==> config.mk <==
export PLATFORM = sky130hd
export DESIGN_NAME = plic_core_pipe
export DESIGN_NICKNAME = d
export VERILOG_FILES = /design/src/rtl/plic_core_pipe.sv
export SDC_FILE = /design/constraint.sdc
export NUM_CORES = 1
export LEC_CHECK = 0
export BUFFER_PORTS_ARGS = -buffer_cell sky130_fd_sc_hd__buf_2
export CAP_MARGIN = 5
export CORE_ASPECT_RATIO = 1.25
export CORE_MARGIN = 3
export CORE_UTILIZATION = 59
export DETAILED_ROUTE_END_ITERATION = 10
export GPL_TIMING_DRIVEN = 0
export PLACE_DENSITY_LB_ADDON = 0.12
export SYNTH_ARGS = -nofsm -noshare
export SYNTH_HDL_FRONTEND = slang
export SYNTH_SLANG_ARGS = --single-unit
==> constraint.sdc <==
create_clock -name clk -period 8.1 [get_ports clk]
set_input_delay 1.215 -clock clk [delete_from_list [all_inputs] [get_ports clk]]
set_output_delay 1.215 -clock clk [all_outputs]
set_load 0.1 [all_outputs]
==> src/rtl/plic_core_pipe.sv <==
// plic_core_pipe -- interrupt controller core: per-source gateways with an
// edge-request pending counter, a per-target priority-select tree with
// optional register stages, atomic cross-target claim arbitration and
// explicit claim-response / complete-ID handling.
//
// Ports:
//   clk, rst_n     clock, synchronous active-low reset
//   src, el        raw requests and per-source mode (1 = edge, 0 = level)
//   ip             registered pending bit per source
//   ie             per-target, per-source enable
//   ipriority      per-source priority (0 = never interrupts)
//   threshold      per-target threshold
//   ireq, id       per-target request and best candidate ID (0 = none)
//   claim          per-target claim strobe; claim_id answers one cycle later
//   complete       per-target complete strobe with complete_id
//
// Build option:
//   PLIC_SRC_SYNC_EN  when defined, src passes through a 2-flop
//                     synchronizer (src-to-ip latency 3 cycles); otherwise
//                     src is only registered for edge detection (latency 1).
module plic_core_pipe #(
  parameter int SOURCES           = 32,
  parameter int TARGETS           = 2,
  parameter int PRIORITIES        = 8,
  parameter int MAX_PENDING_COUNT = 0,
  parameter int PIPE_STAGES       = 1,
  parameter int SOURCES_BITS      = $clog2(SOURCES + 1),
  parameter int PRIORITY_BITS     = $clog2(PRIORITIES)
) (
  input  logic                                      clk,
  input  logic                                      rst_n,
  input  logic [SOURCES-1:0]                        src,
  input  logic [SOURCES-1:0]                        el,
  output logic [SOURCES-1:0]                        ip,
  input  logic [TARGETS-1:0][SOURCES-1:0]           ie,
  input  logic [SOURCES-1:0][PRIORITY_BITS-1:0]     ipriority,
  input  logic [TARGETS-1:0][PRIORITY_BITS-1:0]     threshold,
  output logic [TARGETS-1:0]                        ireq,
  output logic [TARGETS-1:0][SOURCES_BITS-1:0]      id,
  input  logic [TARGETS-1:0]                        claim,
  output logic [TARGETS-1:0][SOURCES_BITS-1:0]      claim_id,
  input  logic [TARGETS-1:0]                        complete,
  input  logic [TARGETS-1:0][SOURCES_BITS-1:0]      complete_id
);

  localparam int SB      = SOURCES_BITS;
  localparam int PB      = PRIORITY_BITS;
  localparam int NW      = PB + SB;
  localparam int LEVELS  = (SOURCES > 1) ? $clog2(SOURCES) : 1;
  localparam int NPOW    = 1 << LEVELS;
  localparam int THR_IDX = (PIPE_STAGES > 0) ? PIPE_STAGES - 1 : 0;
  localparam int CNT_W   = (MAX_PENDING_COUNT > 0) ? $clog2(MAX_PENDING_COUNT + 1) : 1;
  localparam logic [CNT_W-1:0] CNT_MAX = CNT_W'(MAX_PENDING_COUNT);

  // The last PIPE_STAGES levels of the tree (closest to the root) are
  // registered; level 0 (the leaves) is always combinational.
  function automatic logic is_reg(input int lvl);
    return (lvl >= 1) && (lvl > LEVELS - PIPE_STAGES);
  endfunction

  // ---------------------------------------------------------------------
  // Input capture. These flops carry no reset on purpose: they keep
  // tracking src through reset, so a level held high across reset does
  // not look like a fresh rising edge afterwards.
  // ---------------------------------------------------------------------
  logic [SOURCES-1:0] w_src;
  logic [SOURCES-1:0] r_src_prev;
  logic [SOURCES-1:0] w_edge;

`ifdef PLIC_SRC_SYNC_EN
  logic [SOURCES-1:0] r_sync1;
  logic [SOURCES-1:0] r_sync2;

  always_ff @(posedge clk) begin
    r_sync1 <= src;
    r_sync2 <= r_sync1;
  end

  assign w_src = r_sync2;
`else
  assign w_src = src;
`endif

  always_ff @(posedge clk) begin
    r_src_prev <= w_src;
  end

  assign w_edge = w_src & ~r_src_prev;

  // ---------------------------------------------------------------------
  // Claim arbitration and complete decode
  // ---------------------------------------------------------------------
  logic [SOURCES-1:0]              r_ip;
  logic [SOURCES-1:0]              r_insvc;
  logic [CNT_W-1:0]                r_cnt [SOURCES];
  logic [TARGETS-1:0][SB-1:0]      r_id;
  logic [TARGETS-1:0]              r_ireq;
  logic [TARGETS-1:0][SB-1:0]      r_claim_id;

  logic [SOURCES-1:0]              w_grant;
  logic [SOURCES-1:0]              w_done;
  logic [TARGETS-1:0]              w_claim_ok;

  // Targets are scanned in index order, so when several claim the same ID
  // in one cycle the lowest index takes it and the rest see it as taken.
  always_comb begin
    w_grant    = '0;
    w_done     = '0;
    w_claim_ok = '0;
    for (int t = 0; t < TARGETS; t++) begin
      for (int s = 0; s < SOURCES; s++) begin
        if (claim[t] && (r_id[t] == SB'(s + 1)) && r_ip[s] && !w_grant[s]) begin
          w_grant[s]    = 1'b1;
          w_claim_ok[t] = 1'b1;
        end
        if (complete[t] && (complete_id[t] == SB'(s + 1)) && r_insvc[s]) begin
          w_done[s] = 1'b1;
        end
      end
    end
  end

  // ---------------------------------------------------------------------
  // Gateways. ip and in-service are never both set, so a grant and a
  // complete can never hit the same source in the same cycle.
  // ---------------------------------------------------------------------
  always_ff @(posedge clk) begin
    if (!rst_n) begin
      r_ip    <= '0;
      r_insvc <= '0;
      for (int s = 0; s < SOURCES; s++) begin
        r_cnt[s] <= '0;
      end
    end else begin
      for (int s = 0; s < SOURCES; s++) begin
        if (w_grant[s]) begin
          r_ip[s]    <= 1'b0;
          r_insvc[s] <= 1'b1;
          if (el[s] && w_edge[s] && (r_cnt[s] != CNT_MAX)) begin
            r_cnt[s] <= r_cnt[s] + 1'b1;
          end
        end else if (w_done[s]) begin
          r_insvc[s] <= 1'b0;
          if (el[s]) begin
            // An edge landing with the complete is queued and consumed at
            // once: ip re-arms and the counter is left alone.
            if (w_edge[s]) begin
              r_ip[s] <= 1'b1;
            end else if (r_cnt[s] != '0) begin
              r_ip[s]  <= 1'b1;
              r_cnt[s] <= r_cnt[s] - 1'b1;
            end
          end
        end else if (!r_ip[s] && !r_insvc[s]) begin
          if (el[s] ? w_edge[s] : w_src[s]) begin
            r_ip[s] <= 1'b1;
          end
        end else if (el[s] && w_edge[s] && (r_cnt[s] != CNT_MAX)) begin
          r_cnt[s] <= r_cnt[s] + 1'b1;
        end
      end
    end
  end

  // ---------------------------------------------------------------------
  // Priority-select tree, one per target. Node = {priority, id}; a
  // non-candidate leaf is all zeros. The right (higher-ID) child wins only
  // on strictly greater priority, so ties go to the lowest ID.
  // ---------------------------------------------------------------------
  logic [NW-1:0] w_node [TARGETS][LEVELS+1][NPOW];
  logic [NW-1:0] r_node [TARGETS][LEVELS+1][NPOW];
  logic [PB-1:0] r_thr  [TARGETS][PIPE_STAGES+1];
  logic [NW-1:0] w_root [TARGETS];
  logic [PB-1:0] w_thr_eff [TARGETS];

  always_comb begin
    logic [NW-1:0] v_a;
    logic [NW-1:0] v_b;
    v_a = '0;
    v_b = '0;
    for (int t = 0; t < TARGETS; t++) begin
      for (int l = 0; l <= LEVELS; l++) begin
        for (int n = 0; n < NPOW; n++) begin
          w_node[t][l][n] = '0;
        end
      end
      for (int s = 0; s < SOURCES; s++) begin
        if (r_ip[s] && ie[t][s] && (ipriority[s] != '0)) begin
          w_node[t][0][s] = {ipriority[s], SB'(s + 1)};
        end
      end
      for (int l = 1; l <= LEVELS; l++) begin
        for (int n = 0; n < (NPOW >> l); n++) begin
          v_a = is_reg(l - 1) ? r_node[t][l-1][2*n]   : w_node[t][l-1][2*n];
          v_b = is_reg(l - 1) ? r_node[t][l-1][2*n+1] : w_node[t][l-1][2*n+1];
          w_node[t][l][n] = (v_b[NW-1 -: PB] > v_a[NW-1 -: PB]) ? v_b : v_a;
        end
      end
      w_root[t]    = is_reg(LEVELS) ? r_node[t][LEVELS][0] : w_node[t][LEVELS][0];
      // Threshold is delayed by the same number of stages as the tree so
      // every input reaches id/ireq with the same latency.
      w_thr_eff[t] = (PIPE_STAGES == 0) ? threshold[t] : r_thr[t][THR_IDX];
    end
  end

  always_ff @(posedge clk) begin
    if (!rst_n) begin
      for (int t = 0; t < TARGETS; t++) begin
        for (int l = 0; l <= LEVELS; l++) begin
          for (int n = 0; n < NPOW; n++) begin
            r_node[t][l][n] <= '0;
          end
        end
        for (int k = 0; k <= PIPE_STAGES; k++) begin
          r_thr[t][k] <= '0;
        end
      end
    end else begin
      for (int t = 0; t < TARGETS; t++) begin
        for (int l = 1; l <= LEVELS; l++) begin
          if (is_reg(l)) begin
            for (int n = 0; n < (NPOW >> l); n++) begin
              r_node[t][l][n] <= w_node[t][l][n];
            end
          end
        end
        r_thr[t][0] <= threshold[t];
        for (int k = 1; k < PIPE_STAGES; k++) begin
          r_thr[t][k] <= r_thr[t][k-1];
        end
      end
    end
  end

  // ---------------------------------------------------------------------
  // Output registers: id shows the winner even when it is at or below the
  // threshold; only ireq is gated by the threshold.
  // ---------------------------------------------------------------------
  always_ff @(posedge clk) begin
    if (!rst_n) begin
      r_id       <= '0;
      r_ireq     <= '0;
      r_claim_id <= '0;
    end else begin
      for (int t = 0; t < TARGETS; t++) begin
        r_id[t]   <= w_root[t][SB-1:0];
        r_ireq[t] <= (w_root[t][SB-1:0] != '0) && (w_root[t][NW-1 -: PB] > w_thr_eff[t]);
        if (claim[t]) begin
          r_claim_id[t] <= w_claim_ok[t] ? r_id[t] : '0;
        end
      end
    end
  end

  assign ip       = r_ip;
  assign ireq     = r_ireq;
  assign id       = r_id;
  assign claim_id = r_claim_id;

endmodule

# Yosys cells after proc, flatten, opt, wreduce, memory -nomap -nowiden

Memories as Yosys holds them, arrays and structs flattened.
Index checks and enable logic that the tools add are counted.

Equal/unequal tests: 192
Add/sub/neg operators: 64
Muxes and demuxes: 1221
Magnitude comparators: 64
Reduce and logical (&&, ||, !) cells: 804
Bitwise operators: 103

Operators with widths:

| operator              | count |
|---|---|
| $mux W9               | 128 |
| $mux W1               | 1089 |
| $logic_and A1 B1 Y1   | 514 |
| $eq A6 B5 Y1 const B  | 64 |
| $eq A6 B4 Y1 const B  | 32 |
| $gt A3 B3 Y1          | 64 |
| $reduce_bool A2 Y1    | 96 |
| $reduce_and A4 Y1     | 32 |
| $or A1 B1 Y1          | 100 |
| $eq A6 B3 Y1 const B  | 16 |
| $logic_not A1 Y1      | 96 |
| $ne A3 B2 Y1 const B  | 32 |
| $reduce_bool A3 Y1    | 32 |
| $ne A2 B2 Y1 const B  | 32 |
| $reduce_or A2 Y1      | 32 |
| $eq A6 B2 Y1 const B  | 8 |
| $add A1 B1 Y1 const B | 32 |
| $and A32 B32 Y32      | 1 |
| $not A32 Y32          | 1 |
| $sub A1 B1 Y1 const B | 32 |
| $eq A6 B1 Y1 const B  | 4 |
| $eq A6 B6 Y1 const B  | 4 |
| $mux W6               | 2 |
| $reduce_bool A6 Y1    | 2 |
| 2 further kinds       | 3 |

RAM bits: 56
Logic and storage cells: 2521
Bits of input ports: 248
Memories: 3
Output and inout bits: 58
Register bits: 122

Memories:

| memory | depth | bits a word | rd ports | clocked after Yosys merged registers in | write ports | RTL line | source |
|---|---|---|---|---|---|---|---|
| r_cnt  | 32    | 1           | 32       | 0                                       | 32          | 95       | `logic [CNT_W-1:0] r_cnt [SOURCES];` |
| r_node | 2     | 9           | 2        | 0                                       | 2           | 171      | `logic [NW-1:0] r_node [TARGETS][LEVELS+1][NPOW];` |
| r_thr  | 2     | 3           | 2        | 0                                       | 2           | 172      | `logic [PB-1:0] r_thr [TARGETS][PIPE_STAGES+1];` |

# Longest topological paths before layout

Depth in word-level cells: 39
Depth in mapped cells: 37
Gate-level depth less buffers: 35

# Least setup slack after synthesis

Ideal clock, no wire load.

Path type: flip-flop to flip-flop
Start: register r_ip[30], in the netlist ip[30]
End: memory r_node[1][4] (netlist bit)
Arrival: 7.408 ns
Library setup time: 0.116 ns
Cell stages (with the launch flop): 33
Slack: 0.575 ns
Data required time: 7.984 ns
Clock period less this slack: 7.525 ns
Cell sequence: dfxtp_1 clkbuf_1 nand3_1 ha_1 nand3b_1 a32oi_1 mux2_2 ha_1 nand3b_1 a32oi_1 mux2_2 ha_1 and3b_1 o21a_1 clkbuf_1 nand2_1 o21ai_0 ha_1 nor2b_1 o21ai_0 a32oi_1 nand2_1 o32a_1 nand3_1 inv_1 ha_1 nor2b_1 o21ai_0 a32o_1 nor2_1 a32o_1 o21ai_0 a31o_2

RTL lines:

| item                            | RTL line | source |
|---|---|---|
| start, declared                 | 93       | `logic [SOURCES-1:0] r_ip;` |
| start signal, assigned          | 129      | `r_ip <= '0;` |
| start signal, assigned by index | 137      | `r_ip[s] <= 1'b0;` |
| start signal, assigned by index | 148      | `r_ip[s] <= 1'b1;` |
| end, declared                   | 171      |  |

==> impl_metrics.toml <==
[cells_and_area]
mostFrequentLayoutCell = "sky130_fd_sc_hd__buf_2"
finish.utilization = 0.705
mostFrequentLayoutCells = "sky130_fd_sc_hd__buf_2, sky130_fd_sc_hd__nand3_1, sky130_fd_sc_hd__nand2_1, sky130_fd_sc_hd__inv_1, sky130_fd_sc_hd__ha_1"
areaGrowthSynthToFinish_pct = 17.3
final_design_area_no_fill_sq_um = 21900
final_nets = 3281
fillers = 2684
layout-drive-gt1-share = 0.181

[global_route]
grt_start_max_net_pins = 22
globalRouteTotalUtil = 0.400
global_route_wire_length_before_repair_microns = 107000
globalRouteOverflowTotal = 0
antenna_found_initial = 1
via_count_of_the_first_global_routing_pass = 20400

[logic_synthesis]
synth_top_cell_area_share = 0.158
synth_enable_flop_cells = 31
number_of_unique_standard_cell_types_used_by_synthesis = 87
synth.area.top_cells = "sky130_fd_sc_hd__dfxtp_1, sky130_fd_sc_hd__ha_1, sky130_fd_sc_hd__nand3_1"
synth.yosys.warnings = 0
syn_area_per_cell_sq_um = 7.49
ys_seq_area_frac = 0.207
synth.ff_latch_count = 178
postSynth.asyncResetShare = 0
synth_largest_area_cell = "sky130_fd_sc_hd__dfxtp_1"
postSynth.topFlopCell = "sky130_fd_sc_hd__dfxtp_1"
synthesis.instances = 2494
syn_area_sq_um = 18700

[power_and_ir_drop]
irDropWorstVdd_mv = 0.240
finalPower_mw = 4.71
static_leakage_nw = 9.76
cellPowerDensity_nw_per_um2 = 215

[detailed_routing]
dr.max_layer_used = "met5"
drt_first_iter_violations = 2526
drc = 0
routed_via_density = 6.68
final_antenna_net_count = 0
met3_wirelength_microns = 7050
wirelength_per_cell_microns = 21.8
wl_met2_microns = 32100
first_pass_iters = 9
vias = 21800
routedLengthMet1_microns = 26800
route.final.wire_length_microns = 71200

[critical_path]
cp-start-kind = "primary input"
worstSetupPathType = "in -> reg"
cp_data_arrival_time_ns = 8.23
cpMaxStageDelayCell = "sky130_fd_sc_hd__a32oi_4"
timing.reg2reg.worst_path_depth = 31
path_max_fanout = 10
timing.critical_path.mode_cell = "sky130_fd_sc_hd__ha_1"
cpPeakStageDelay_ns = 0.38
rr_startpoint = "ip[13]"
worstSetupEndpoint = "r_node[1][4]"
endpoint_kind = "register"
reg2reg_end = "r_node[1][4]"
setup.reg_to_reg.worst_slack_ns = 0.27
critPathLaunch = "ie[41]"
required_ns = 8.44

[timing]
maxClockFrequency_mhz = 127
final_hold_viol_count = 0
setup_violations = 0
final.min_clock_period_ns = 7.89
worst_clock_skew_ns = 0.0216
final_max_slew_viol_count = 0
worstMarginPinSlew_ns = 0.987
layout_worst_path_cycle_share = 0.974
worst_hold_slack_ns = 0.454
slew-limit-headroom = 0.334

[floorplan]
die-width_microns = 165
die-height_microns = 205
die-area_sq_um = 33800
num_io_pins = 306
core_area_sq_um = 31100
rows = 72
starting_density_of_the_core = 0.601

[placed_design]
placed_area_sq_um = 20800
dp.final_hpwl_microns = 57800
port_buffers = 302
gp_routability_congestion = 1.03

[clock_network]
cts_hold_buf = 0
clk_pin_slew_worst_paths_ns = 0.08
numClockSinks = 178
worstSkewPairLatency_ns = 0.45
cts_root_buffer = "sky130_fd_sc_hd__clkbuf_16"
cts-buffers-inserted = 17
cts.path.max_buffers = 2
cts_tree = "yes"
clock_tree.htree_level_count = 4

[min_path]
hp-class = "reg -> reg"

[run]
max_cap_violations = 0

[outcome]
outcome = "complete, no violations"
==> cell usage after synthesis, types with 16 or more instances <==
cell / instances
sky130_fd_sc_hd__nand3_1: 273
sky130_fd_sc_hd__nand2_1: 266
sky130_fd_sc_hd__inv_1: 193
sky130_fd_sc_hd__ha_1: 192
sky130_fd_sc_hd__a21oi_1: 174
sky130_fd_sc_hd__dfxtp_1: 147
sky130_fd_sc_hd__nor2_1: 112
sky130_fd_sc_hd__o21ai_0: 102
sky130_fd_sc_hd__mux2i_1: 101
sky130_fd_sc_hd__nor3_1: 79
sky130_fd_sc_hd__clkbuf_1: 76
sky130_fd_sc_hd__nand3b_1: 70
sky130_fd_sc_hd__nand2b_1: 66
sky130_fd_sc_hd__mux2_2: 49
sky130_fd_sc_hd__a32oi_1: 44
sky130_fd_sc_hd__and3_1: 41
sky130_fd_sc_hd__and2_1: 37
sky130_fd_sc_hd__nand4_1: 35
sky130_fd_sc_hd__a32o_1: 33
sky130_fd_sc_hd__edfxtp_1: 31
sky130_fd_sc_hd__nor2b_1: 27
sky130_fd_sc_hd__o311ai_0: 26
sky130_fd_sc_hd__a21o_1: 21
sky130_fd_sc_hd__a31oi_1: 19
sky130_fd_sc_hd__o22ai_1: 19
sky130_fd_sc_hd__or3_1: 17
sky130_fd_sc_hd__nor4_1: 16
==> per-layer routing <==
metal	track usage	vias up
li1	-	10000
met1	0.486	10100
met2	0.661	1321
met3	0.0669	307
met4	0.235	4
met5	0	-
==> sequential cells by signal (all words and copies together) (netlist names), 6 cells and up <==
register,count
claim_id,12
id,12
ip,32
r_cnt,32
r_insvc,32
r_node,18
r_src_prev,32
r_thr,6
==> report_power, final <==
part,internal [mW],switching (mW),leakage (nW)
clock network,0.427,0.457,0.298
logic,1.01,1.78,7.94
registers,0.973,0.0665,1.52
==> through the flow <==
stage | cells | TNS (ns) | setup slack [ns]
2_1_floorplan | 2510 | 0 | 0.575
3_3_place_gp | 3219 | -13.03 | -1.22
3_5_place_dp | 3219 | -16.76 | -1.42
4_1_cts | 3253 | 0 | 0.0178
5_1_grt | 3261 | -0.593 | -0.165
6_report | 3263 | 0 | 0.211
==> repair_timing <==
action                                 CTS  global route
pin swaps                                2             5
resized for setup                       61            59
setup endpoints to repair               18            18
buffers inserted                         2             9
endpoints found under the hold margin    0             0
==> cell type report <==
type	instances	area [sq um]	area share
Multi-Input combinational cell	2051	14200	0.647
Timing Repair Buffer	313	1590	0.0728
Tap cell	407	509	0.0232
Inverter	193	724	0.0331
Clock buffer	17	425	0.0194
Clock inverter	15	203	0.00925
Buffer	87	402	0.0183
Sequential cell	178	3880	0.177
Antenna cell	2	5.00	0.000228
==> logic make-up after synthesis <==
family,share of synthesized area
compound gates,0.213
fa+ha+maj,0.129
buf+inv,0.0576
flops,0.207
mux,0.0837
other cells,0.000201
simple gates,0.309
==> worst min path at each step <==
stage	endpoint	startpoint	cells past startpoint
after global placement	id[1]	r_node[0][1]	1
after CTS	id[1]	r_node[0][1]	1
after global routing	id[2]	r_node[0][2]	1
final	id[1]	r_node[0][1]	1
after detailed placement	id[2]	r_node[0][2]	1
after floorplan	id[10]	r_node[1][4]	1
==> worst max-delay path: cells and delay by family <==
| kind | cells | cell delay, ns |
|---|---|---|
| AOI/OAI and AO/OA | 12 | 3.02 |
| adders and majority gates | 5 | 1.50 |
| buffers and inverters | 2 | 0.19 |
| muxes | 2 | 0.66 |
| and+or+nand+nor | 10 | 1.63 |
Power figures use the tool's default switching activity.
